===== config.mk =====
export PLATFORM = sky130hd
export DESIGN_NAME = elevator_ctrl_n
export DESIGN_NICKNAME = d
export VERILOG_FILES = /design/src/rtl/elevator_pkg.sv /design/src/rtl/elevator_timer.sv /design/src/rtl/elevator_ctrl_n.sv
export SDC_FILE = /design/constraint.sdc
export NUM_CORES = 1
export LEC_CHECK = 0
export ABC_AREA = 1
export BUFFER_PORTS_ARGS = -buffer_cell sky130_fd_sc_hd__buf_2
export CORE_MARGIN = 2
export CORE_UTILIZATION = 30
export CTS_BUF_LIST = sky130_fd_sc_hd__clkbuf_16
export CTS_CLUSTER_SIZE = 14
export DETAILED_ROUTE_END_ITERATION = 8
export HOLD_SLACK_MARGIN = 0.05
export SLEW_MARGIN = 10
export SYNTH_ARGS = -nofsm -noshare
export SYNTH_HDL_FRONTEND = slang
export SYNTH_SLANG_ARGS = --single-unit

===== constraint.sdc =====
create_clock -name CLK -period 2.4 [get_ports CLK]
set_clock_uncertainty 0.1 [all_clocks]
set_input_delay 0.48 -clock CLK [delete_from_list [all_inputs] [get_ports CLK]]
set_output_delay 0.48 -clock CLK [all_outputs]
set_load 0.01 [all_outputs]

===== src/rtl/elevator_pkg.sv =====
// Shared types and constants for the N-floor elevator controller.
// Holds the FSM state enum, the engine/direction encodings and a small helper.
package elevator_pkg;

    typedef enum logic [1:0] {
        IDLE      = 2'd0,
        MOVE_UP   = 2'd1,
        MOVE_DOWN = 2'd2,
        DOOR_OPEN = 2'd3
    } state_e;

    localparam logic [1:0] ENGINE_OFF  = 2'b00;
    localparam logic [1:0] ENGINE_UP   = 2'b10;
    localparam logic [1:0] ENGINE_DOWN = 2'b11;

    localparam logic DIR_UP   = 1'b1;
    localparam logic DIR_DOWN = 1'b0;

    function automatic int max_int(input int a, input int b);
        return (a > b) ? a : b;
    endfunction

endpackage


===== src/rtl/elevator_timer.sv =====
// Loadable down-counter shared by inter-floor travel and door dwell timing.
// Saturates at zero; a load takes priority over a decrement.
module elevator_timer #(
    parameter int CNT_W = 3
) (
    input  logic             CLK,
    input  logic             RST,
    input  logic             load_i,
    input  logic [CNT_W-1:0] value_i,
    input  logic             dec_i,
    output logic             zero_o
);

    logic [CNT_W-1:0] count_q;
    logic [CNT_W-1:0] count_d;

    always_comb begin
        count_d = count_q;
        if (load_i) begin
            count_d = value_i;
        end else if (dec_i && (count_q != '0)) begin
            count_d = count_q - CNT_W'(1);
        end
    end

    always_ff @(posedge CLK or negedge RST) begin
        if (!RST) begin
            count_q <= '0;
        end else begin
            count_q <= count_d;
        end
    end

    assign zero_o = (count_q == '0);

endmodule


===== src/rtl/elevator_ctrl_n.sv =====
// N-floor elevator controller: latches calls, serves them in SCAN order,
// and drives registered engine/door outputs with timed travel and dwell.
module elevator_ctrl_n
    import elevator_pkg::*;
#(
    parameter int FLOORS        = 4,
    parameter int FLOOR_W       = $clog2(FLOORS),
    parameter int TRAVEL_CYCLES = 8,
    parameter int DOOR_CYCLES   = 4
) (
    input  logic               CLK,
    input  logic               RST,
    input  logic [FLOORS-1:0]  interior_panel,
    input  logic [FLOORS-1:0]  exterior_panel,
    output logic [1:0]         engine,
    output logic [FLOORS-1:0]  doors,
    output logic [FLOOR_W-1:0] floor,
    output logic               direction,
    output logic [FLOORS-1:0]  pending
);

    localparam int CNT_W = max_int(1, $clog2(max_int(TRAVEL_CYCLES, DOOR_CYCLES)));
    localparam logic [CNT_W-1:0] TRAVEL_LOAD = CNT_W'(TRAVEL_CYCLES - 1);
    localparam logic [CNT_W-1:0] DOOR_LOAD   = CNT_W'(DOOR_CYCLES - 1);

    state_e               state_q, state_d;
    logic [FLOOR_W-1:0]   floor_q, floor_d;
    logic                 dir_q, dir_d;
    logic [FLOORS-1:0]    pending_q, pending_d;
    logic [1:0]           engine_q, engine_d;
    logic [FLOORS-1:0]    doors_q, doors_d;

    logic [FLOORS-1:0]    req;
    logic                 here_req;
    logic                 above, below;
    logic [FLOOR_W-1:0]   next_floor;
    logic                 tmr_load, tmr_dec, tmr_zero;
    logic [CNT_W-1:0]     tmr_val;

    function automatic logic [FLOORS-1:0] onehot(input logic [FLOOR_W-1:0] f);
        logic [FLOORS-1:0] v;
        v = '0;
        for (int i = 0; i < FLOORS; i++) begin
            if (FLOOR_W'(i) == f) v[i] = 1'b1;
        end
        return v;
    endfunction

    function automatic logic [1:0] engine_of(input state_e s);
        case (s)
            MOVE_UP:   return ENGINE_UP;
            MOVE_DOWN: return ENGINE_DOWN;
            default:   return ENGINE_OFF;
        endcase
    endfunction

    elevator_timer #(.CNT_W(CNT_W)) u_timer (
        .CLK    (CLK),
        .RST    (RST),
        .load_i (tmr_load),
        .value_i(tmr_val),
        .dec_i  (tmr_dec),
        .zero_o (tmr_zero)
    );

    always_comb begin
        above = 1'b0;
        below = 1'b0;
        for (int i = 0; i < FLOORS; i++) begin
            if (FLOOR_W'(i) > floor_q) above = above | pending_q[i];
            if (FLOOR_W'(i) < floor_q) below = below | pending_q[i];
        end
    end

    assign req        = interior_panel | exterior_panel;
    assign here_req   = req[floor_q];
    assign next_floor = (state_q == MOVE_DOWN) ? (floor_q - FLOOR_W'(1))
                                               : (floor_q + FLOOR_W'(1));

    always_comb begin
        state_d   = state_q;
        floor_d   = floor_q;
        dir_d     = dir_q;
        pending_d = pending_q | req;
        tmr_load  = 1'b0;
        tmr_val   = '0;
        tmr_dec   = 1'b0;

        // A call at the car's own floor while stopped opens the door instead of latching.
        if ((state_q == IDLE) || (state_q == DOOR_OPEN)) begin
            pending_d[floor_q] = pending_q[floor_q];
        end

        case (state_q)
            IDLE: begin
                if (here_req) begin
                    state_d  = DOOR_OPEN;
                    tmr_load = 1'b1;
                    tmr_val  = DOOR_LOAD;
                end else if ((dir_q && above) || (!below && above)) begin
                    state_d  = MOVE_UP;
                    dir_d    = DIR_UP;
                    tmr_load = 1'b1;
                    tmr_val  = TRAVEL_LOAD;
                end else if (below) begin
                    state_d  = MOVE_DOWN;
                    dir_d    = DIR_DOWN;
                    tmr_load = 1'b1;
                    tmr_val  = TRAVEL_LOAD;
                end
            end
            MOVE_UP, MOVE_DOWN: begin
                if (tmr_zero) begin
                    floor_d  = next_floor;
                    tmr_load = 1'b1;
                    if (pending_q[next_floor]) begin
                        pending_d[next_floor] = 1'b0;
                        state_d = DOOR_OPEN;
                        tmr_val = DOOR_LOAD;
                    end else begin
                        tmr_val = TRAVEL_LOAD;
                    end
                end else begin
                    tmr_dec = 1'b1;
                end
            end
            DOOR_OPEN: begin
                if (here_req) begin
                    tmr_load = 1'b1;
                    tmr_val  = DOOR_LOAD;
                end else if (tmr_zero) begin
                    state_d = IDLE;
                end else begin
                    tmr_dec = 1'b1;
                end
            end
            default: state_d = IDLE;
        endcase

        engine_d = engine_of(state_d);
        doors_d  = (state_d == DOOR_OPEN) ? onehot(floor_d) : '0;
    end

    always_ff @(posedge CLK or negedge RST) begin
        if (!RST) begin
            state_q   <= IDLE;
            floor_q   <= '0;
            dir_q     <= DIR_UP;
            pending_q <= '0;
            engine_q  <= ENGINE_OFF;
            doors_q   <= '0;
        end else begin
            state_q   <= state_d;
            floor_q   <= floor_d;
            dir_q     <= dir_d;
            pending_q <= pending_d;
            engine_q  <= engine_d;
            doors_q   <= doors_d;
        end
    end

    assign engine    = engine_q;
    assign doors     = doors_q;
    assign floor     = floor_q;
    assign direction = dir_q;
    assign pending   = pending_q;

endmodule


; Word-level counts from Yosys, hierarchy flattened
; Cells that the tools add are included.
[totals]
ff_bits = 18
in_bits = 10
out_inout_bits = 13
word_cells = 118
[op_classes]
n_addsub = 3
magnitude_cmp = 12
eq_ne = 9
muxes = 60
bitwise = 11
reduce_logical = 16
[op_table]
columns = op, n
row1 = 1-bit two-way mux, 26
row2 = 2-bit two-way mux, 11
row3 = 3-bit two-way mux, 7
row4 = 4-bit two-way mux, 5
row5 = 3-bit case mux with 3 select lines, 1
row6 = "2-bit equality test, second input constant", 4
row7 = 4-bit OR, 2
row8 = 1-bit binary-select mux with 2-bit select, 3
row9 = "2-bit by 3-bit < comparator with 1-bit output, second input constant", 2
row10 = 1-bit OR, 6
row11 = 2-bit case mux with 3 select lines, 1
row12 = 1-bit logical AND, 5
row13 = 4-bit bitwise AND, 1
row14 = 4-bit bitwise mux, 1
row15 = 1-bit demux with 2-bit select, 2
row16 = "2-bit by 1-bit equality test with 1-bit output, second input constant", 2
row17 = "2-bit equality test, first input constant", 2
row18 = "2-bit by 1-bit >= comparator with 1-bit output, second input constant", 2
row19 = "1-bit by 2-bit greater-than comparator with 1-bit output, first input constant", 2
row20 = "2-bit greater-than comparator, first input constant", 2
row21 = 2-bit logical NOT, 2
row22 = "1-bit by 2-bit < comparator with 1-bit output, first input constant", 2
row23 = "2-bit < comparator, first input constant", 2
row24 = 4-bit NOT, 1
row25 = other kinds (15), 17

; Depth between registers and ports, before layout
; Gate-level depths: netlist of the first run.
[depth]
ltp_word = 16
depth_mapped = 14
mapped_depth_nobuf = 14

; Modules after synthesis
; A second synthesis of the first run with hierarchy kept.
[unflattened]
hier_cells = 179
hier_area_um2 = 1343.8
[modules_own_cells]
columns = module, n_inst, cells_per_inst, area_per_inst_um2, seq_area_each_um2
row1 = elevator_ctrl_n, 1, 152, 1151.1, 376.6
row2 = elevator_timer, 1, 27, 192.7, 75.1

; Worst setup path after synthesis of the first run
; No wires, ideal clock.
[synth_timing]
path_kind = register to register
from = reg floor_q[0] (netlist: floor[0])
to = reg doors_q[2] (netlist: doors[2])
setup_ns = 0.072
arrival_ns = 2.074
required_ns = 2.228
slack_ns = 0.153
stages_incl_launch_ff = 15
period_less_slack_ns = 2.247
path_cell_list = dfrtp_1 -> inv_2 -> ha_1 -> xnor2_1 -> nand2_1 -> nand2_1 -> nand2_1 -> nand2_1 -> nand2_1 -> nand3_1 -> nand2_1 -> inv_1 -> ha_1 -> nand3_1 -> nor2_1
[synth_between]
elab_chain_cells = 16
elab_cells_between_ends = 46
cone_classes = 2 x add/sub / 8 x order compare / 2 x eq/ne / 24 x mux / 6 x bitwise / 4 x reduce/logical
[synth_lines]
columns = element, line
row1 = start: declaration, elevator_ctrl_n.sv:27  ; logic [FLOOR_W-1:0] floor_q, floor_d;
row2 = start signal: assignment, elevator_ctrl_n.sv:154  ; floor_q <= floor_d;
row3 = 1-bit by 2-bit < comparator with 1-bit output, elevator_ctrl_n.sv:71  ; if (FLOOR_W'(i) < floor_q) below = below | pending_q[i];
row4 = 1-bit two-way mux, elevator_ctrl_n.sv:71
row5 = 1-bit OR, elevator_ctrl_n.sv:71
row6 = 1-bit two-way mux, elevator_ctrl_n.sv:71
row7 = 1-bit OR, elevator_ctrl_n.sv:71
row8 = 1-bit two-way mux, elevator_ctrl_n.sv:71
row9 = 1-bit OR, elevator_ctrl_n.sv:71
row10 = 1-bit two-way mux, elevator_ctrl_n.sv:71
row11 = [... 2 more ...], -
row12 = 1-bit logical OR, elevator_ctrl_n.sv:100  ; end else if ((dir_q && above) || (!below && above)) begin
row13 = 2-bit two-way mux, elevator_ctrl_n.sv:100
row14 = 2-bit two-way mux, elevator_ctrl_n.sv:96  ; if (here_req) begin
row15 = 2-bit case mux with 3 select lines (*), elevator_ctrl_n.sv:94  ; case (state_q)
row16 = named net state_d[0], elevator_ctrl_n.sv:26  ; state_e state_q, state_d;
row17 = 2-bit equality test (*), elevator_ctrl_n.sv:141  ; doors_d = (state_d == DOOR_OPEN) ? onehot(floor_d) : '0;
row18 = 4-bit two-way mux (*), elevator_ctrl_n.sv:141
row19 = named net doors_d[2], elevator_ctrl_n.sv:31  ; logic [FLOORS-1:0] doors_q, doors_d;
row20 = end signal: assignment, elevator_ctrl_n.sv:158  ; doors_q <= doors_d;
row21 = end: declaration, elevator_ctrl_n.sv:31
; Mark *: on every way through the listed nets, which the timed path passes. The rest lies on a longest branch. The select of a mux whose other input is x is not followed.
; A chain may end at the register's enable or synchronous reset.

; Final worst setup path of the first run
; Ends and elaborated chain as after synthesis.

==> metrics.yaml, run 1 <==
floorplanning:
  initial_core_util_pct: 31.8
  die_h_um: 69.6
  die_w_um: 69.6
  rows: 23
  core_area_mm2: 0.00406
  ios: 23
  dieArea_mm2: 0.00484
yosys:
  netlist_instances: 178
  synthTopCellsByCount: "nand2_1 (49), inv_1 (22), nor2_1 (19)"
  async_reset_ff_share_pct: 100
  synth_edf_count: 0
  avgSynthCellArea_um2: 7.25
  yosysSeqAreaShare_pct: 35.0
  synth_top_area_share_pct: 33.0
  synth.most_common_cell: "nand2_1"
  synth_fp_nets: 201
  synth.distinct_cells: 23
  netlist_area_mm2: 0.00129
  ys_ff_latch: 18
  synth_area_leaders: "dfrtp_1 (33%), nand2_1 (14%), ha_1 (13%)"
  synth_ff_type: "dfrtp_1"
  synth_top_cell_by_area: "dfrtp_1"
  ys_warn_count: 0
run_status:
  outcome: "completed"
clock_network:
  postCtsHoldBufs: 0
  clock_sink_count: 18
  clock_latency_ps: 250
  htree_levels: 1
  clkSlewWorstSetupHoldPaths_ps: 50
  cts_resized: 0
  root_buffer: "clkbuf_16"
  clockBufferDepth: 2
  cts_setup_buffers: 0
  cts_tree: "built"
  numCtsBuffers: 3
sta:
  slew_viol_final: 0
  hold_violations: 0
  setup_slack_ps: 226
  final.setup.tns_ps: 0
  slew_headroom_pct: 71.2
  fin_crit_sh_pct: 90.6
  fmax_mhz: 460
  finalCriticalPeriod_ps: 2170
  worst_pin_slew_ps: 432
  setup_violations: 0
  grt_setup_unrepaired: "false"
worst_setup_path:
  crit_type: "reg2reg"
  reg2reg_from: "floor[0]"
  r2r_slack_ps: 230
  path_max_fanout: 19
  critPathCaptureType: "flop"
  cp-start-kind: "flop"
  crit_arrival_ps: 2200
  r2r_end: "doors[2]"
  reg2regPathDepth: 12
  cp.required_ps: 2430
layout:
  utilization_pct: 38.8
  nets: 233
  areaGrowthSynthToFinish_pct: 22.1
  drive_above_1_share_pct: 20.6
  num_antenna_cells: 0
  fillers: 414
  final_area_mm2: 0.00158
grt:
  grt_usage_pct: 13.7
  antenna_found_initial: 0
  grt_pass1_vias: 1245
  grt_remaining_overflow: 0
  grt_pass1_wl_um: 5390
  grt_max_degree: 20
drt:
  drt-wirelength-per-cell_um: 12.0
  via_per_inst: 4.68
  vias: 1211
  ant_nets: 0
  firstDrtPassIters: 4
  routed_wirelength_um: 3110
  remaining_drc_errors: 0
  drtIter0Drc: 111
place:
  io_buffers: 22
  dp_slack_ps: 267
  placed_area_mm2: 0.00150
  place.gp.congestion: 0.858
  place_hpwl_um: 2310
power_and_ir_drop:
  ir_worst_vdd_uv: 621
  power.total_w: 0.00248
  pwr_density_cell_mw_per_mm2: 1570
  leakage_nw: 0.860
hold_path:
  hold_class: "in2async"
job:
  maxCapViolCount: 0
## final cells by class
cell class | count | area, um^2 | share of cell area [%]
multi-input combinational | 135 | 737 | 46.8
inverter | 24 | 90.1 | 5.72
sequential | 18 | 452 | 28.7
timing repair buffer | 28 | 155 | 9.85
clock inverter | 1 | 3.75 | 0.238
tap | 50 | 62.6 | 3.97
clock buffer | 3 | 75.1 | 4.77
## cells by family (layout without fill, tap and decap cells)
group	count (synthesis)	count (layout)	synth area share, %
AOI/OAI and AO/OA	24	24	10.6
buffers and inverters	25	56	7.86
DFF	18	18	35.0
and+or+nand+nor	95	95	31.9
adders and majority gates	13	13	12.6
xor gates and xnor gates	3	3	2.04
## layout by cell type (no fill, tap or decap), types with 5 or more instances in the layout
cell and count:
nand2_1 49, inv_1 22, buf_4 6, nor2_1 19, nand3_1 18, ha_1 13, o21ai_0 11, buf_2 22
nand2_2 5, dfrtp_1 17
## report_power, final
group,internal [W],leakage (nW),total (W),switching [W]
Clock,0.000222,0.0385,0.000345,0.000123
Sequential,0.000444,0.208,0.000532,0.0000885
Combinational,0.000583,0.614,0.00160,0.00102
## layer usage
metal	global-route usage [%]	vias up	routed length, um	part of all wire [%]
met5	0	-	0	0
met4	6.75	0	95	3.1
met3	1.60	9	132	4.3
met2	22.3	33	1390	45
met1	17.8	536	1490	48
li1	-	633	-	-
## through the flow
stage	std cells	hold slack, ps
3_5_place_dp	255	351
4_1_cts	259	74.3
6_report	259	61.3
5_1_grt	259	93.1
2_1_floorplan	178	84.4
3_3_place_gp	255	346
## state kept, by name, summed over array words and instances, names as in the netlist
register,count
floor,2
u_timer.count_q,3
engine,2
state_q,2
doors,4
pending,4
direction,1
## worst max-delay path, cell delays in order (launching register included)
cell and delay (ps):
dfrtp_1 350, buf_4 240, ha_1 200, inv_1 50, nand2_1 60, nand2_1 70
o22ai_1 280, o211ai_1 150, nand2_1 120, inv_1 60, ha_1 210, nand3_1 100
nor2_1 40
## worst max-delay path by stage
| stage | cells past startpoint | from | slack (ps) | end |
|---|---|---|---|---|
| floorplan | 14 | floor[0] | 150 | doors[2] |
| global placement | 14 | floor[0] | 270 | doors[2] |
| detailed placement | 11 | floor[0] | 270 | doors[2] |
| CTS | 11 | floor[0] | 250 | doors[2] |
| global route | 14 | floor[0] | 30 | doors[0] |
| finish | 12 | floor[0] | 230 | doors[2] |
Note: power is estimated with default switching activity, not from simulation.
==> inputs of run 2 (changes only) <==
--- a/config.mk
+++ b/config.mk
@@ -8,11 +8,12 @@
 export ABC_AREA = 1
 export BUFFER_PORTS_ARGS = -buffer_cell sky130_fd_sc_hd__buf_2
 export CORE_MARGIN = 2
-export CORE_UTILIZATION = 30
+export CORE_UTILIZATION = 50
 export CTS_BUF_LIST = sky130_fd_sc_hd__clkbuf_16
 export CTS_CLUSTER_SIZE = 14
 export DETAILED_ROUTE_END_ITERATION = 8
 export HOLD_SLACK_MARGIN = 0.05
+export PLACE_DENSITY = 0.73
 export SLEW_MARGIN = 10
 export SYNTH_ARGS = -nofsm -noshare
 export SYNTH_HDL_FRONTEND = slang
==> metrics.yaml, run 2 (synthesis results as in run 1) <==
layout:
  fillers: 233
  final_common_cell: "nand2_1"
  drive_above_1_share_pct: 20.4
  num_antenna_cells: 0
  final_cell_mix: "nand2_1 (49), inv_1 (22), buf_2 (22)"
  final_cells: 236
  nets: 230
  areaGrowthSynthToFinish_pct: 19.6
floorplanning:
  dieArea_mm2: 0.00300
  initial_core_util_pct: 52.5
  core_area_mm2: 0.00245
  die_w_um: 54.8
  rows: 18
  ios: 23
  die_h_um: 54.8
power_and_ir_drop:
  pwr_density_cell_mw_per_mm2: 1580
  combPwrFrac_pct: 64.3
  power_frac_seq_pct: 21.9
  swShare_pct: 50.3
  clockPowerShare_pct: 13.8
  leakage_nw: 0.851
  p_int_w: 0.00121
  ir_worst_vdd_uv: 982
  power.total_w: 0.00244
  switching_power_w: 0.00123
sta:
  slew_headroom_pct: 72.4
  fin_crit_sh_pct: 92.0
  worst_pin_slew_ps: 414
  whs_ps: 58.1
  slew_viol_final: 0
  setup_violations: 0
  finalCriticalPeriod_ps: 2210
  final.setup.tns_ps: 0
  grt_setup_unrepaired: "false"
  fmax_mhz: 453
  hold_violations: 0
worst_setup_path:
  cp-start-kind: "flop"
  r2r_slack_ps: 190
  crit_path_start: "floor[1]"
  r2r_end: "doors[2]"
  cp.required_ps: 2480
  critPathCaptureType: "flop"
  reg2reg_from: "floor[1]"
  crit_arrival_ps: 2290
  reg2regPathDepth: 14
  crit_type: "reg2reg"
  path_max_fanout: 7
grt:
  grt_max_degree: 20
  antenna_found_initial: 0
  grt_usage_pct: 22.4
  grt_remaining_overflow: 0
  grt_pass1_vias: 1151
  grt_pass1_wl_um: 4770
drt:
  via_per_inst: 5.31
  remaining_drc_errors: 0
  ant_nets: 0
  routed_wirelength_um: 3040
  drt-wirelength-per-cell_um: 12.9
  firstDrtPassIters: 4
  drtIter0Drc: 19
  vias: 1252
clock_network:
  cts_setup_buffers: 0
  cts_tree: "built"
  htree_levels: 1
  clkSlewWorstSetupHoldPaths_ps: 50
  clock_sink_count: 18
  clockBufferDepth: 2
  root_buffer: "clkbuf_16"
  numCtsBuffers: 3
  clock_latency_ps: 250
hold_path:
  hold_class: "in2async"
place:
  io_buffers: 22
  place.gp.congestion: 0.856
  post-place-cells: 232
  place_hpwl_um: 2360
run_status:
  outcome: "completed"
job:
  maxCapViolCount: 0
==> run 2: cell types whose count changed in the layout (fill, tap and decap cells not counted) <==
cell     change
buf_4        -3
xnor2_1      -1
xnor2_2      +1
xor2_1       -1
xor2_2       +1
==> run 2: area by class of cell <==
type | count | area (um^2) | area share, %
Sequential cell | 18 | 452 | 29.3
Timing Repair Buffer | 25 | 133 | 8.60
Tap cell | 30 | 37.5 | 2.43
Clock inverter | 1 | 3.75 | 0.243
Clock buffer | 3 | 75.1 | 4.87
Inverter | 24 | 90.1 | 5.84
Multi-Input combinational cell | 135 | 752 | 48.7
==> run 2: routing by layer <==
| layer | global-route usage, % | vias up | wire length [um] | share of wire, % |
|---|---|---|---|---|
| met5 | 0 | - | 0 | 0 |
| met4 | 6.25 | 0 | 29 | 0.95 |
| met3 | 3.28 | 5 | 131 | 4.3 |
| met2 | 38.1 | 31 | 1480 | 49 |
| met1 | 29.2 | 589 | 1410 | 46 |
| li1 | - | 627 | - | - |
==> run 2: worst max path at each step <==
stage          endpoint  slack [ps]  cells after the start
2_1_floorplan  doors[2]         150                     14
4_1_cts        doors[2]         180                     14
3_3_place_gp   doors[2]         290                     11
3_5_place_dp   doors[2]         220                     14
5_1_grt        doors[2]          10                     14
6_report       doors[2]         190                     14
==> run 2: stage by stage <==
stage | util [%] | instance area (um^2) | setup WS (ps)
final | 62.8 | 1540 | 193
after CTS | 62.2 | 1530 | 183
after global placement | 59.0 | 1450 | 286
after floorplan | - | 1290 | 153
after global routing | 62.8 | 1540 | 10.6
after detailed placement | 59.0 | 1450 | 219
==> run 2: worst max-delay path, cell delays in order, from the launching register on <==
cell and delay, ps:
dfrtp_1 380, inv_2 120, ha_1 310, xnor2_2 220
nand2_1 110, nand2_1 100, nand2_1 80, nand2_1 70
nand2_1 50, nand3_1 80, nand2_1 70, inv_1 80
ha_1 170, nand3_1 90, nor2_1 100
==> run 2: power groups by stage <==
stage	Clock, W	Combinational, W	Sequential (W)
after floorplan	0	0.00106	0.000590
after global placement	0	0.00147	0.000531
after detailed placement	0	0.00151	0.000537
after CTS	0.000340	0.00152	0.000533
after global routing	0.000352	0.00177	0.000551
final	0.000335	0.00157	0.000534
==> run 2: what timing repair did <==
item	CTS	global route
gates resized for setup	0	2
setup endpoints to repair	0	1
hold buffers	0	0
